### config.mk
export PLATFORM = sky130hd
export DESIGN_NAME = bus_rr_mux
export DESIGN_NICKNAME = d
export VERILOG_FILES = /design/src/rtl/bus_rr_mux.sv
export SDC_FILE = /design/constraint.sdc
export NUM_CORES = 1
export LEC_CHECK = 0
export ABC_AREA = 1
export CORE_AREA = 8 8 79 81
export DETAILED_ROUTE_END_ITERATION = 10
export DIE_AREA = 0 0 87 89
export PLACE_DENSITY = 0.8
export SYNTH_ARGS = -nofsm -noshare
export SYNTH_HDL_FRONTEND = slang
export SYNTH_SLANG_ARGS = --single-unit
export TNS_END_PERCENT = 100
### constraint.sdc
create_clock -name Clk -period 2.16 [get_ports Clk]
set_input_delay 0.54 -clock Clk [delete_from_list [all_inputs] [get_ports Clk]]
set_output_delay 0.54 -clock Clk [all_outputs]
set_load 0.05 [all_outputs]
### src/rtl/bus_rr_mux.sv
// Round-robin arbitrated bus mux: NCH requesters share one WIDTH-bit bus through
// a single output register drained with a valid/ready handshake.
module bus_rr_mux #(
    parameter int WIDTH = 16,
    parameter int NCH   = 4,
    parameter int SELW  = $clog2(NCH)
) (
    input  logic                 Clk,
    input  logic                 Reset,
    input  logic [NCH-1:0]       req,
    input  logic [NCH*WIDTH-1:0] din,
    output logic [NCH-1:0]       grant,
    output logic [WIDTH-1:0]     out_data,
    output logic [SELW-1:0]      out_sel,
    output logic                 out_valid,
    input  logic                 out_ready
);

    typedef enum logic {
        EMPTY = 1'b0,
        FULL  = 1'b1
    } state_t;

    localparam logic [SELW:0] NCH_W = (SELW+1)'(NCH);

    state_t           state;
    logic [SELW-1:0]  ptr;
    logic [SELW-1:0]  win;
    logic             hit;
    logic             cap_en;
    logic             capture;
    logic [WIDTH-1:0] chan [NCH];

    for (genvar i = 0; i < NCH; i++) begin : g_chan
        assign chan[i] = din[i*WIDTH +: WIDTH];
    end

    // Rotating priority search: the first set request at or after ptr wins.
    always_comb begin
        logic [SELW:0] idx;
        // NOTE: every variable gets a default first so no path leaves it unassigned (no latch).
        win = '0;
        hit = 1'b0;
        idx = '0;
        for (int k = 0; k < NCH; k++) begin
            idx = {1'b0, ptr} + (SELW+1)'(k);
            if (idx >= NCH_W) begin
                idx = idx - NCH_W;
            end
            if (!hit && req[idx[SELW-1:0]]) begin
                hit = 1'b1;
                win = idx[SELW-1:0];
            end
        end
    end

    // out_ready reaches only the capture decision, never the registered outputs.
    assign cap_en    = (state == EMPTY) || out_ready;
    assign capture   = cap_en && hit;
    assign out_valid = (state == FULL);

    always_ff @(posedge Clk or posedge Reset) begin
        if (Reset) begin
            state    <= EMPTY;
            ptr      <= '0;
            grant    <= '0;
            out_data <= '0;
            out_sel  <= '0;
        end else begin
            // NOTE: non-blocking assignments so every register samples pre-edge values.
            grant <= '0;
            if (capture) begin
                state    <= FULL;
                out_data <= chan[win];
                out_sel  <= win;
                grant    <= NCH'(1) << win;
                ptr      <= (win == SELW'(NCH-1)) ? '0 : win + 1'b1;
            end else if (state == FULL && out_ready) begin
                state <= EMPTY;
            end
        end
    end

endmodule

# Word level (Yosys, flattened, before mapping)
# Cells that the tools add are included.
dict set report op_classes {
  n_addsub 8
  multipliers 0
  n_div 0
  n_lt_le_gt_ge 9
  n_eq_ne 1
  n_shift 1
  mux 27
  bitwise_logic 2
  reduce_logical 10
}
# operator count
set op_table {}
lappend op_table {{binary-select mux 16 bit (select 2 bit)} 1}
lappend op_table {{2-to-1 mux 16 bit} 2}
lappend op_table {{2-to-1 mux 2 bit} 9}
lappend op_table {{>= comparator 3 bit, second input constant} 4}
lappend op_table {{less-than comparator 2 x 3 -> 1 bit, second input constant} 4}
lappend op_table {{2-to-1 mux 1 bit} 10}
lappend op_table {{binary-select mux 1 bit (select 2 bit)} 4}
lappend op_table {{subtractor 2 x 1 -> 2 bit, second input constant} 4}
lappend op_table {{adder 2 x 2 -> 3 bit, second input constant} 2}
lappend op_table {{logical AND 1 bit} 5}
lappend op_table {{2-to-1 mux 4 bit} 1}
lappend op_table {{<< shifter 1 x 2 -> 4 bit, first input constant} 1}
lappend op_table {{adder 2 x 1 -> 3 bit, second input constant} 1}
lappend op_table {{>= comparator 2 x 3 -> 1 bit, second input constant} 1}
lappend op_table {{zero test 1 bit} 3}
lappend op_table {{inverter 2 -> 3 bit} 1}
lappend op_table {{adder 2 x 1 -> 2 bit, second input constant} 1}
lappend op_table {{== test 2 bit, second input constant} 1}
lappend op_table {{nonzero test 2 bit} 1}
lappend op_table {{logical OR 1 bit} 1}
lappend op_table {{inverter 1 bit} 1}
dict set report word_totals {
  register_bits 25
  latchBits 0
  ramBits 0
  romBits 0
  output_inout_bits 23
  wordCells 63
  n_memories 0
}

# Longest topological paths before layout
# Gate-level depths: netlist of run 1.
dict set report depth {
  word_depth 18
  mapped_depth 16
  ltp_nobuf 15
}

# Worst setup path before layout of run 1
# No wires, ideal clock.
dict set report synth_timing {
  path_kind {input to register}
  from {input req[3]}
  to {register out_data[8]}
  setup_ps 118
  t_arrival_ps 1667
  required_ps 2042
  slack_ps 375
  path_stages 15
  n_path_buf 1
  path_cell_list {inv_1 > nand2_1 > nand3_1 > nand2_2 > nor2_4 > nand3_2 > nand2_4 > nand2_4 > buf_4 > nand2_1 > nand2_1 > nand2_1 > nand2_1 > nand2_1 > nand2_1}
}
dict set report synth_via {
  elab_chain_cells 16
  word_cells_on_any_way 27
  cone_classes {19 x mux; 1 x bitwise; 7 x reduce/logical}
}
# element line_no
set synth_rtl {}
lappend synth_rtl {{start: declaration} 10} ;# input logic [NCH-1:0] req,
lappend synth_rtl {{binary-select mux 1 bit (select 2 bit)} 50} ;# if (!hit && req[idx[SELW-1:0]]) begin
lappend synth_rtl {{2-to-1 mux 1 bit (not written as such)} 50}
lappend synth_rtl {{2-to-1 mux 1 bit} 50}
lappend synth_rtl {{zero test 1 bit} 50}
lappend synth_rtl {{logical AND 1 bit} 50}
lappend synth_rtl {{2-to-1 mux 1 bit} 50}
lappend synth_rtl {{zero test 1 bit} 50}
lappend synth_rtl {{logical AND 1 bit} 50}
lappend synth_rtl {{2-to-1 mux 1 bit} 50}
lappend synth_rtl {{zero test 1 bit} 50}
lappend synth_rtl {{logical AND 1 bit} 50}
lappend synth_rtl {{2-to-1 mux 2 bit} 50}
lappend synth_rtl {{inverter 2 -> 3 bit (not written as such)} 74} ;# out_data <= chan[win];
lappend synth_rtl {{binary-select mux 16 bit (select 2 bit)} 74}
lappend synth_rtl {{2-to-1 mux 16 bit (not written as such) (2 in series)} 74}
lappend synth_rtl {{end signal: assignment} 74}
lappend synth_rtl {{end: declaration} 13} ;# output logic [WIDTH-1:0] out_data,
# Several ways; a longest one is shown, not always the timed one. The select of a mux whose other input is x is not followed.
# A chain may end at the register's enable or synchronous reset.

# Worst setup path after layout of run 1
dict set report layout_timing {
  from {register ptr[0]}
  to {register out_data[5]}
}
dict set report layout_via {
  elab_chain_cells 18
  word_cells_on_any_way 42
  cone_classes {7 x add/sub; 4 x order compare; 23 x mux; 1 x bitwise; 7 x reduce/logical}
}
# element line_no
set layout_rtl {}
lappend layout_rtl {{start: declaration} 27} ;# logic [SELW-1:0] ptr;
lappend layout_rtl {{start signal: assignment} 77} ;# ptr <= (win == SELW'(NCH-1)) ? '0 : win + 1'b1;
lappend layout_rtl {{parallel branches: the longest is 18 deep, another holds adder 2 x 1 -> 3 bit} -}
# Several ways; the timed one is not identified. The select of a mux whose other input is x is not followed.

==> results by group, run 1 <==
Finish
  – Commonest non-fill, non-tap cell in the layout: nand2_1
  – Most frequent cells in the layout: nand2_1 (146), clkdlybuf4s50_1 (89), nand2_2 (44)
  – Diode count: 0
  – Multi-input gate area: 1410 um^2
  – Proportion of layout cells with a drive suffix above 1: 31.1%
  – Register area: 628 um^2
  – # fillers: 333
  – Synth-to-Final Area Change: 95.8%
  – Final Instance Area: 3680 um^2
  – Final net count: 522

Setup path
  – Worst Path Max Fanout: 8
  – CP Class: flop to flop
  – CP bufs+invs: 5
  – Worst Path Arrival: 2.42 ns
  – Peak per-stage delay on the critical path: 0.43 ns
  – Critical Path Most Common Cell: nand2_1
  – Crit start category: flop
  – Worst path slowest cell: dfrtp_2
  – CP Data Required Time: 2.36 ns
  – CP Capture Type: flop
  – Kind of cell adding the most delay to the critical path: simple AND/OR/NAND/NOR gates
  – Worst path cell trace: buf_6 -> buf_6 -> nand2_1 -> nand3_2 -> nand2_4 -> nor2_4 -> buf_4 -> nand2_2 -> nand2_2 -> inv_2 -> buf_6 -> o21ai_4 -> nand2_1 -> nand2_1 -> nand2_1 -> nand2_1

Timing
  – Tmin final: 2.22 ns
  – Final Max Tran Viols: 0
  – Worst Max-Slew Pin Slew: 0.589 ns
  – Max Freq: 451 MHz
  – Slew margin rel.: 60.6%
  – Unrepaired setup endpoints after global routing: yes
  – Clock Skews: 0.00114 ns
  – Setup ws final: -0.0580 ns
  – Final setup fails: 14
  – Final hold violations: 0
  – Final Cycle Share: 103%

GRT
  – Initial antenna violation count: 0
  – Number of global-route vias before repair: 2,409
  – Total gr overflow: 0
  – Total GRT Usage: 17.2%
  – Global-route wire length before repair: 10,800 um
  – Largest net degree at the start of global routing: 33

CTS
  – Hold_buf cts: 0
  – CTS tree: yes
  – Inserted Clock Buffers: 3
  – CTS Sinks: 25
  – Clk pin slew, worst setup/hold paths: 0.08 ns
  – Clock Latency Late Sink: 0.26 ns
  – CTS H-tree lvls: 1
  – Root Buffer: clkbuf_8
  – Clock tree buffer depth: 2

Floorplan
  – Floorplan Core Area: 4980 um^2
  – Die H: 89 um
  – Number of I/O pins: 94
  – Die width: 87 um
  – Row Count: 26
  – Die area: 7740 um^2
  – Starting Density: 37.8%

Detailed routing
  – Drt wl/cell: 16.0 um
  – Drt initial violations: 173
  – Via count: 2,661
  – Post-DRT Antenna Nets: 0
  – Detailed Route WL: 8340 um
  – Post-route DRC violation count: 0
  – Vias/cell: 5.12
  – Drt first pass iters: 5

Synth
  – YS warnings: 0
  – Synth unique cells: 22
  – Post-Syn Nets: 387
  – Register bit total from synthesis: 25
  – Post-synthesis sequential area ratio: 33.3%
  – Gate Count Post-Synth: 316
  – Mapped Area: 1880 um^2
  – Avg Inst Size Synth: 5.95 um^2

Run status
  – Failing checks: setup timing
  – Status: finished with violations

Placed design
  – DP Area: 3070 um^2
  – Final HPWL DP: 5060 um
  – GP Congestion: 0.910
  – Input/output buffers: 93

Worst hold path
  – Hold Crit Class: flop to flop

Run
  – Max cap viols: 0
-- routing by layer --
metal	part of all wire [%]	global-route usage, %
met5	0	0
met4	4.2	6.57
met3	7.5	2.67
met2	50	29.8
met1	38	20.9
-- repair_timing --
item,in CTS,in global routing
resized for setup,29,83
buffers inserted,7,11
endpoints found under the hold margin,0,0
pin swaps,7,43
endpoints found under the setup margin,22,22
gates cloned,3,2
-- final cells by class --
type / count / area share [%]
inverters: 14 / 1.56
repair buffers: 144 / 39.5
well taps: 70 / 2.38
clock inverters: 1 / 0.136
flip-flops and latches: 25 / 17.1
multi-input cells: 263 / 38.2
clock buffers: 3 / 1.12
-- tightest hold or removal path: stages, from the launching register on --
cell and delay (ns):
dfrtp_1 0.36, nand2_1 0.06, nand2_1 0.06
-- registers in the layout, summed over array words and instances, names as in the netlist --
register	cells
out_data	16
grant	4
out_valid	1
out_sel	2
ptr	2
-- cell families (layout without fill, tap and decap cells) --
family / after synthesis / in the layout / share of synthesized area (%)
compound gates: 7 / 9 / 2.60
flops: 25 / 25 / 33.3
simple gates: 254 / 254 / 55.7
buf+inv: 30 / 162 / 8.46
-- worst paths after layout --
kind	startpoint	endpoint	slack (ns)	cells past startpoint
setup / recovery	ptr[0]	out_data[5]	-0.06	16
hold / removal	out_data[1]	out_data[1]	0.50	2
setup reg to reg	ptr[0]	out_data[5]	-0.06	16
hold reg to reg	out_data[1]	out_data[1]	0.50	2
max in group asynchronous	Reset	ptr[0]	1.30	3
min in group asynchronous	Reset	out_data[12]	0.61	3
-- synthesized netlist by cell type (all sizes together) --
master  number  area [um^2]
inv         14         52.6
a21oi        2         10.0
nor3         1         5.00
clkbuf       2         7.51
buf         14         98.8
nand3b       1         7.51
o21ai        4         31.3
nand3       38          195
nor2         9         51.3
o211ai       1         7.51
nand2      205          787
dfrtp       25          626
-- metrics by stage --
step                      instances  util [%]  setup WS, ns  TNS [ns]  hold slack, ns
after CTS                       507      66.6       0.00437         0           0.498
after floorplan                 316         -         0.375         0           0.554
after global placement          493      61.6        -0.462     -9.07           0.461
after detailed placement        493      61.6        -0.571    -11.67           0.477
final                           520      73.9       -0.0580    -0.400           0.502
after global routing            520      73.9        -0.129     -1.47           0.518
Power of run 1 is not shown: default switching activity piles up to over one toggle a cycle in this logic, so the estimate is an artifact.
==> run 2, diff against run 1 <==
clock period = 2.15 ns   (was 2.16 ns; I/O delays follow)
==> run 2 against run 1 <==
The run still ends with setup timing left. Hold slack got worse by 0.014 ns. Core utilization shrank 2.2 points. Flip-flop and latch count unchanged. Critical endpoint is now out_data[13]. Largest cell class unchanged.
==> results by group, run 2 (synthesized netlist as in run 1, its figures left out) <==
Run status
  – Status: finished with violations
  – Failing checks: setup timing

Timing
  – Slew margin rel.: 63.4% (+2.8 points)
  – Clock Skews: 0.00369 ns (+0.00255 ns)
  – Tmin final: 2.23 ns
  – Final hold violations: 0 (unchanged)
  – Final Max Tran Viols: 0 (unchanged)
  – Final Cycle Share: 104%
  – Setup ws final: -0.0805 ns (-0.0225 ns)
  – Final setup fails: 13 (-1)
  – Hold Slack: 0.488 ns (-0.0138 ns)
  – Unrepaired setup endpoints after global routing: yes
  – Worst Max-Slew Pin Slew: 0.547 ns (-0.0420 ns)
  – Max Freq: 448 MHz
  – Fin Setup TNS: -0.429 ns (-0.0287 ns)

Placed design
  – Input/output buffers: 93 (unchanged)
  – Final HPWL DP: 5060 um (about the same)
  – DP Area: 3070 um^2 (unchanged)
  – GP Congestion: 0.908 (-0.24%)
  – Pre-CTS setup slack: -0.603 ns (-0.0315 ns)

Detailed routing
  – Vias/cell: 4.92 (-3.8%)
  – Post-route DRC violation count: 0 (unchanged)
  – Drt wl/cell: 14.7 um (-8.0%)
  – Drt first pass iters: 4 (-1)
  – Via count: 2,535 (-4.7%)
  – Post-DRT Antenna Nets: 0 (unchanged)
  – Drt initial violations: 171 (-1.2%)
  – Detailed Route WL: 7600 um (-8.9%)

Floorplan
  – Number of I/O pins: 94 (unchanged)
  – Die area: 7740 um^2 (unchanged)
  – Row Count: 26 (unchanged)
  – Die H: 89 um (unchanged)
  – Die width: 87 um (unchanged)
  – Starting Density: 37.8% (unchanged)
  – Floorplan Core Area: 4980 um^2 (unchanged)

CTS
  – Root Buffer: clkbuf_8
  – Clock Latency Late Sink: 0.26 ns (about the same)
  – CTS Sinks: 25 (unchanged)
  – Clk pin slew, worst setup/hold paths: 0.08 ns (about the same)
  – CTS tree: yes
  – Hold_buf cts: 0 (unchanged)
  – Inserted Clock Buffers: 3 (unchanged)
  – CTS H-tree lvls: 1 (unchanged)
  – Clock tree buffer depth: 2 (unchanged)

Setup path
  – Critical Path Most Common Cell: nand2_1
  – CP Class: input pin to flop
  – CP Data Required Time: 2.31 ns (-0.05 ns)
  – CP Capture Type: flop
  – Crit start category: input pin
  – Worst path cell trace: dlygate4sd2_1 -> inv_1 -> nand2_1 -> nand3_4 -> nand2_4 -> nor2_4 -> buf_6 -> nand3_4 -> buf_6 -> nand2_8 -> nand2_8 -> clkbuf_16 -> nand2_2 -> nand2_2 -> nand2_1 -> nand2_1 -> nand2_1 -> nand2_1
  – CP bufs+invs: 5 (unchanged)
  – Peak per-stage delay on the critical path: 0.25 ns (-0.18 ns)
  – Worst Path Arrival: 2.39 ns (-0.03 ns)
  – Worst Path Max Fanout: 7 (-1)
  – Worst path slowest cell: dlygate4sd2_1
  – Kind of cell adding the most delay to the critical path: simple AND/OR/NAND/NOR gates

GRT
  – Global-route wire length before repair: 10,600 um (-2.4%)
  – Initial antenna violation count: 0 (unchanged)
  – Number of global-route vias before repair: 2,332 (-3.2%)
  – Largest net degree at the start of global routing: 33 (unchanged)
  – Total GRT Usage: 16.9% (-0.29 points)
  – Total gr overflow: 0 (unchanged)

Finish
  – Synth-to-Final Area Change: 89.9%
  – Most frequent cells in the layout: nand2_1 (157), clkdlybuf4s50_1 (89), nand2_2 (40)
  – Final net count: 517 (-0.96%)
  – Max FFs per register: 16 (unchanged)
  – Reg with most FFs: out_data
  – Commonest non-fill, non-tap cell in the layout: nand2_1
  – Biggest regs: out_data (16), grant (4)
  – Diode count: 0 (unchanged)
  – Proportion of layout cells with a drive suffix above 1: 27.4% (-3.7 points)
  – Final Instance Area: 3570 um^2 (-3.0%)

Worst hold path
  – Hold Crit Class: flop to flop

Run
  – Max cap viols: 0 (unchanged)
==> run 2: area by class of cell <==
| cell class | instances | area, um^2 |
|---|---|---|
| clock buffers | 4 | 45.0 |
| fillers | 370 | 1410 |
| inverters | 14 | 57.6 |
| multi-input cells | 262 | 1330 |
| flip-flops and latches | 25 | 628 |
| well taps | 70 | 87.6 |
| repair buffers | 140 | 1420 |
==> run 2: final timing paths <==
| check | startpoint | end | slack [ns] | cells after the start |
|---|---|---|---|---|
| setup / recovery | req[3] | out_data[13] | -0.08 | 18 |
| hold / removal | out_data[11] | out_data[11] | 0.49 | 2 |
| setup reg to reg | ptr[0] | out_data[13] | -0.08 | 18 |
| hold reg to reg | out_data[11] | out_data[11] | 0.49 | 2 |
| max in group asynchronous | Reset | ptr[1] | 1.28 | 3 |
| min in group asynchronous | Reset | out_data[7] | 0.61 | 3 |
==> run 2: through the flow <==
| step | utilization, % | cells |
|---|---|---|
| finish | 71.7 | 515 |
| floorplan | - | 316 |
| global placement | 61.6 | 493 |
| detailed placement | 61.6 | 493 |
| CTS | 65.5 | 505 |
| global route | 71.7 | 515 |
==> run 2: what timing repair did <==
item                       4_1_cts  5_1_grt
setup endpoints to repair       23       23
buffers inserted                 6        8
resized for setup               25       67
pin swaps                       10       40
gates cloned                     2        2
==> run 2: routing by layer <==
layer  global-route usage (%)  share of wire [%]  up-vias
li1                         -                  -     1240
met4                     5.79                1.8        0
met3                     1.65                6.4       14
met5                        0                  0        -
met2                     28.6                 50      116
met1                     21.9                 42     1165
==> run 2: worst register-to-register path, cell delays in order (launching register included) <==
cell and delay (ns):
dfrtp_2 0.48, clkinv_4 0.10, buf_6 0.13, nand2_4 0.06
nand3_4 0.09, nand2_4 0.06, nor2_4 0.15, buf_6 0.12
nand3_4 0.08, buf_6 0.14, nand2_8 0.07, nand2_8 0.09
clkbuf_16 0.18, nand2_2 0.05, nand2_2 0.04, nand2_1 0.08
nand2_1 0.07, nand2_1 0.06, nand2_1 0.06
Power of run 2 is left out for the same reason.
==> run 3, diff against run 2 <==
ABC_AREA = not set   (was 1)
CORE_AREA = 8 8 74 76   (was 8 8 79 81)
DIE_AREA = 0 0 82 84   (was 0 0 87 89)
PLACE_DENSITY = 0.83   (was 0.8)
SKIP_LAST_GASP = 1   (was not set)
==> run 3 against run 2 <==
The flow now finishes without violations. Sequential share of layout area increased by 5.5 points. Global-route usage decreased by 0.89 points. Clock skew increased by 0.0041 ns. Area after synthesis decreased by 16%. Wire length decreased by 28%. Flip-flop and latch count unchanged. First-iteration DRC count decreased by 84%. Core utilization decreased by 8.3 points. Synthesized cell count decreased by 51%. Hold slack got worse by 0.0053 ns.
==> results by group, run 3 <==
Finish
  – Biggest regs: out_data (16), grant (4)
  – Proportion of layout cells with a drive suffix above 1: 14.9% (-13 points)
  – Commonest non-fill, non-tap cell in the layout: clkdlybuf4s50_1
  – Final net count: 327 (-37%)
  – Most frequent cells in the layout: clkdlybuf4s50_1 (93), dfrtp_1 (25)
  – Final Util: 63.4% (-8.3 points)
  – Max FFs per register: 16 (unchanged)
  – Diode count: 0 (unchanged)
  – Reg with most FFs: out_data
  – Fin cells: 307 (-40%)
  – Synth-to-Final Area Change: 71.8%

Synth
  – Synth unique cells: 30 (+36%)
  – Yosys top cell by area: dfrtp_1
  – Avg Inst Size Synth: 10.2 um^2 (+72%)
  – Post-Syn Nets: 225 (-42%)
  – Most common cell in the netlist: dfrtp_1
  – Register bit total from synthesis: 25 (unchanged)
  – Yosys top cell area share: 39.8% (-0.57 points)
  – Synth cell count leaders: dfrtp_1 (25), a21boi_0 (16), mux2i_1 (16), o21ai_0 (16), o22ai_1 (16)
  – Async S/R FF share, synth: 100% (unchanged)
  – Main area contributors after synthesis: dfrtp_1 (40%), mux2i_1 (10%), a211oi_2 (9.5%), a21boi_0 (7.6%), o22ai_1 (6.4%)
  – Top_reg_cell synth: dfrtp_1
  – Mapped Area: 1570 um^2 (-16%)
  – Post-synthesis sequential area ratio: 39.8% (+6.5 points)
  – Number of synthesized flops with an enable pin: 0 (unchanged)
  – Gate Count Post-Synth: 154 (-51%)
  – YS warnings: 0 (unchanged)

Run
  – Max cap viols: 0 (unchanged)

Timing
  – Slew margin rel.: 63.7% (+0.29 points)
  – Worst Max-Slew Pin Slew: 0.543 ns (-0.00436 ns)
  – Final setup fails: 0 (-13)
  – Tmin final: 2.07 ns (-0.158 ns)
  – Setup ws final: 0.0776 ns (+0.158 ns)
  – Final Max Tran Viols: 0 (unchanged)
  – Max Freq: 483 MHz (+7.6%)
  – Final hold violations: 0 (unchanged)
  – Final Cycle Share: 96.4% (-7.4 points)
  – Unrepaired setup endpoints after global routing: no
  – Clock Skews: 0.00783 ns (+0.00415 ns)

Detailed routing
  – Drt first pass iters: 4 (unchanged)
  – Detailed Route WL: 5440 um (-28%)
  – Drt initial violations: 28 (-84%)
  – Vias/cell: 5.28 (+7.2%)
  – Drt wl/cell: 17.7 um (+20%)
  – Via count: 1,620 (-36%)
  – Post-route DRC violation count: 0 (unchanged)
  – Post-DRT Antenna Nets: 0 (unchanged)

GRT
  – Largest net degree at the start of global routing: 26 (-21%)
  – Global-route wire length before repair: 8920 um (-16%)
  – Initial antenna violation count: 0 (unchanged)
  – Total gr overflow: 0 (unchanged)
  – Number of global-route vias before repair: 1,798 (-23%)
  – Total GRT Usage: 16.0% (-0.89 points)

Setup path
  – CP Class: input pin to flop
  – Worst Setup EP: out_data[2]
  – R2r startpoint: ptr[0]
  – Reg2Reg Depth: 6 (-12)
  – Worst Path Max Fanout: 17 (+10)
  – Worst path slowest cell: clkdlybuf4s50_1
  – CP Capture Type: flop
  – Crit start category: input pin
  – Worst Setup SP: req[1]
  – Worst path cell trace: clkdlybuf4s50_1 -> nor4_2 -> buf_4 -> a21oi_1 -> nand3_2 -> o21ai_0 -> o22ai_1
  – Peak per-stage delay on the critical path: 0.54 ns (+0.29 ns)
  – CP Data Required Time: 2.29 ns (-0.02 ns)
  – FF-to-FF End: out_data[9]
  – R2R Setup Slk: 0.46 ns (+0.54 ns)
  – Worst Path Arrival: 2.21 ns (-0.18 ns)

Power and ir drop
  – Leakage: 0.00111 uW
  – Power Density: 1130 nW/um^2
  – Worst vdd ir: 0.613 mV
  – Total chip power: 3050 uW

Placed design
  – Placed cell count: 303 (-39%)
  – Input/output buffers: 93 (unchanged)
  – GP Congestion: 0.766 (-16%)
  – Final HPWL DP: 4270 um (-16%)
  – Pre-CTS setup slack: -0.156 ns (+0.446 ns)

CTS
  – CTS H-tree lvls: 1 (unchanged)
  – Inserted Clock Buffers: 3 (unchanged)
  – CTS Sinks: 25 (unchanged)
  – Root Buffer: clkbuf_8
  – Clock tree buffer depth: 2 (unchanged)
  – Clk pin slew, worst setup/hold paths: 0.09 ns (about the same)
  – CTS tree: yes
  – Hold_buf cts: 0 (unchanged)
  – Clock Latency Late Sink: 0.27 ns (about the same)

Floorplan
  – Die H: 84 um (-5.6%)
  – Row Count: 24 (-7.7%)
  – Floorplan Core Area: 4260 um^2 (-14%)
  – Die area: 6890 um^2 (-11%)
  – Number of I/O pins: 94 (unchanged)
  – Die width: 82 um (-5.7%)
  – Starting Density: 36.9% (-0.87 points)

Run status
  – Status: complete, no violations

Worst hold path
  – Hold Crit Class: flop to flop
run 3: kinds of logic (layout without fill, tap and decap cells):
logic type,after synthesis,in the layout,share of synthesized area [%]
AO/OA/AOI/OAI,74,74,35.6
XOR/XNOR,1,1,0.557
buffers and inverters,17,118,6.92
flip-flops,25,25,39.8
multiplexers,16,16,10.2
AND/OR/NAND/NOR,21,21,6.92
run 3: repair_timing:
action	in CTS	in global routing
endpoints found under the setup margin	0	4
setup buffers	0	0
resized for setup	0	1
run 3: final cells by class:
| class | instances | area (um^2) |
|---|---|---|
| Clock buffer | 3 | 41.3 |
| Clock inverter | 1 | 5.00 |
| Fill cell | 384 | 1560 |
| Inverter | 5 | 18.8 |
| Multi-Input combinational cell | 112 | 846 |
| Sequential cell | 25 | 626 |
| Tap cell | 52 | 65.1 |
| Timing Repair Buffer | 109 | 1100 |
run 3: where the power goes:
part	internal (uW)	switching, uW	total (uW)
clock network	129	149	279
logic	827	1200	2020
registers	647	102	750
run 3: per-stage QoR:
step	hold WS, ns	instance area (um^2)	setup TNS (ns)
6_report	0.483	2700	0
4_1_cts	0.486	2700	0
3_5_place_dp	0.463	2650	-2.11
5_1_grt	0.527	2700	0
3_3_place_gp	0.461	2650	-1.24
2_1_floorplan	0.508	1570	0
run 3: how the worst min path moves through the flow:
stage | start | end | slack [ns] | cells past startpoint
global route | out_sel[1] | out_sel[1] | 0.53 | 2
detailed placement | out_sel[1] | out_sel[1] | 0.46 | 2
global placement | out_sel[1] | out_sel[1] | 0.46 | 2
finish | out_sel[1] | out_sel[1] | 0.48 | 2
floorplan | ptr[1] | ptr[1] | 0.51 | 2
CTS | out_sel[1] | out_sel[1] | 0.49 | 2
run 3: per-layer routing:
metal | up-vias | GRT usage (%) | routed length (um)
li1 | 783 | - | -
met1 | 783 | 18.5 | 2160
met2 | 48 | 28.1 | 2850
met3 | 6 | 5.06 | 381
met4 | 0 | 2.08 | 50
met5 | - | 0 | 0
run 3: critical path: cells and delay by family:
kind / cells / cell delay, ns
AOI/OAI and AO/OA: 3 / 0.59
buffers and inverters: 2 / 0.68
and+or+nand+nor: 2 / 0.41
No activity file was read; power rests on OpenSTA's default activity.
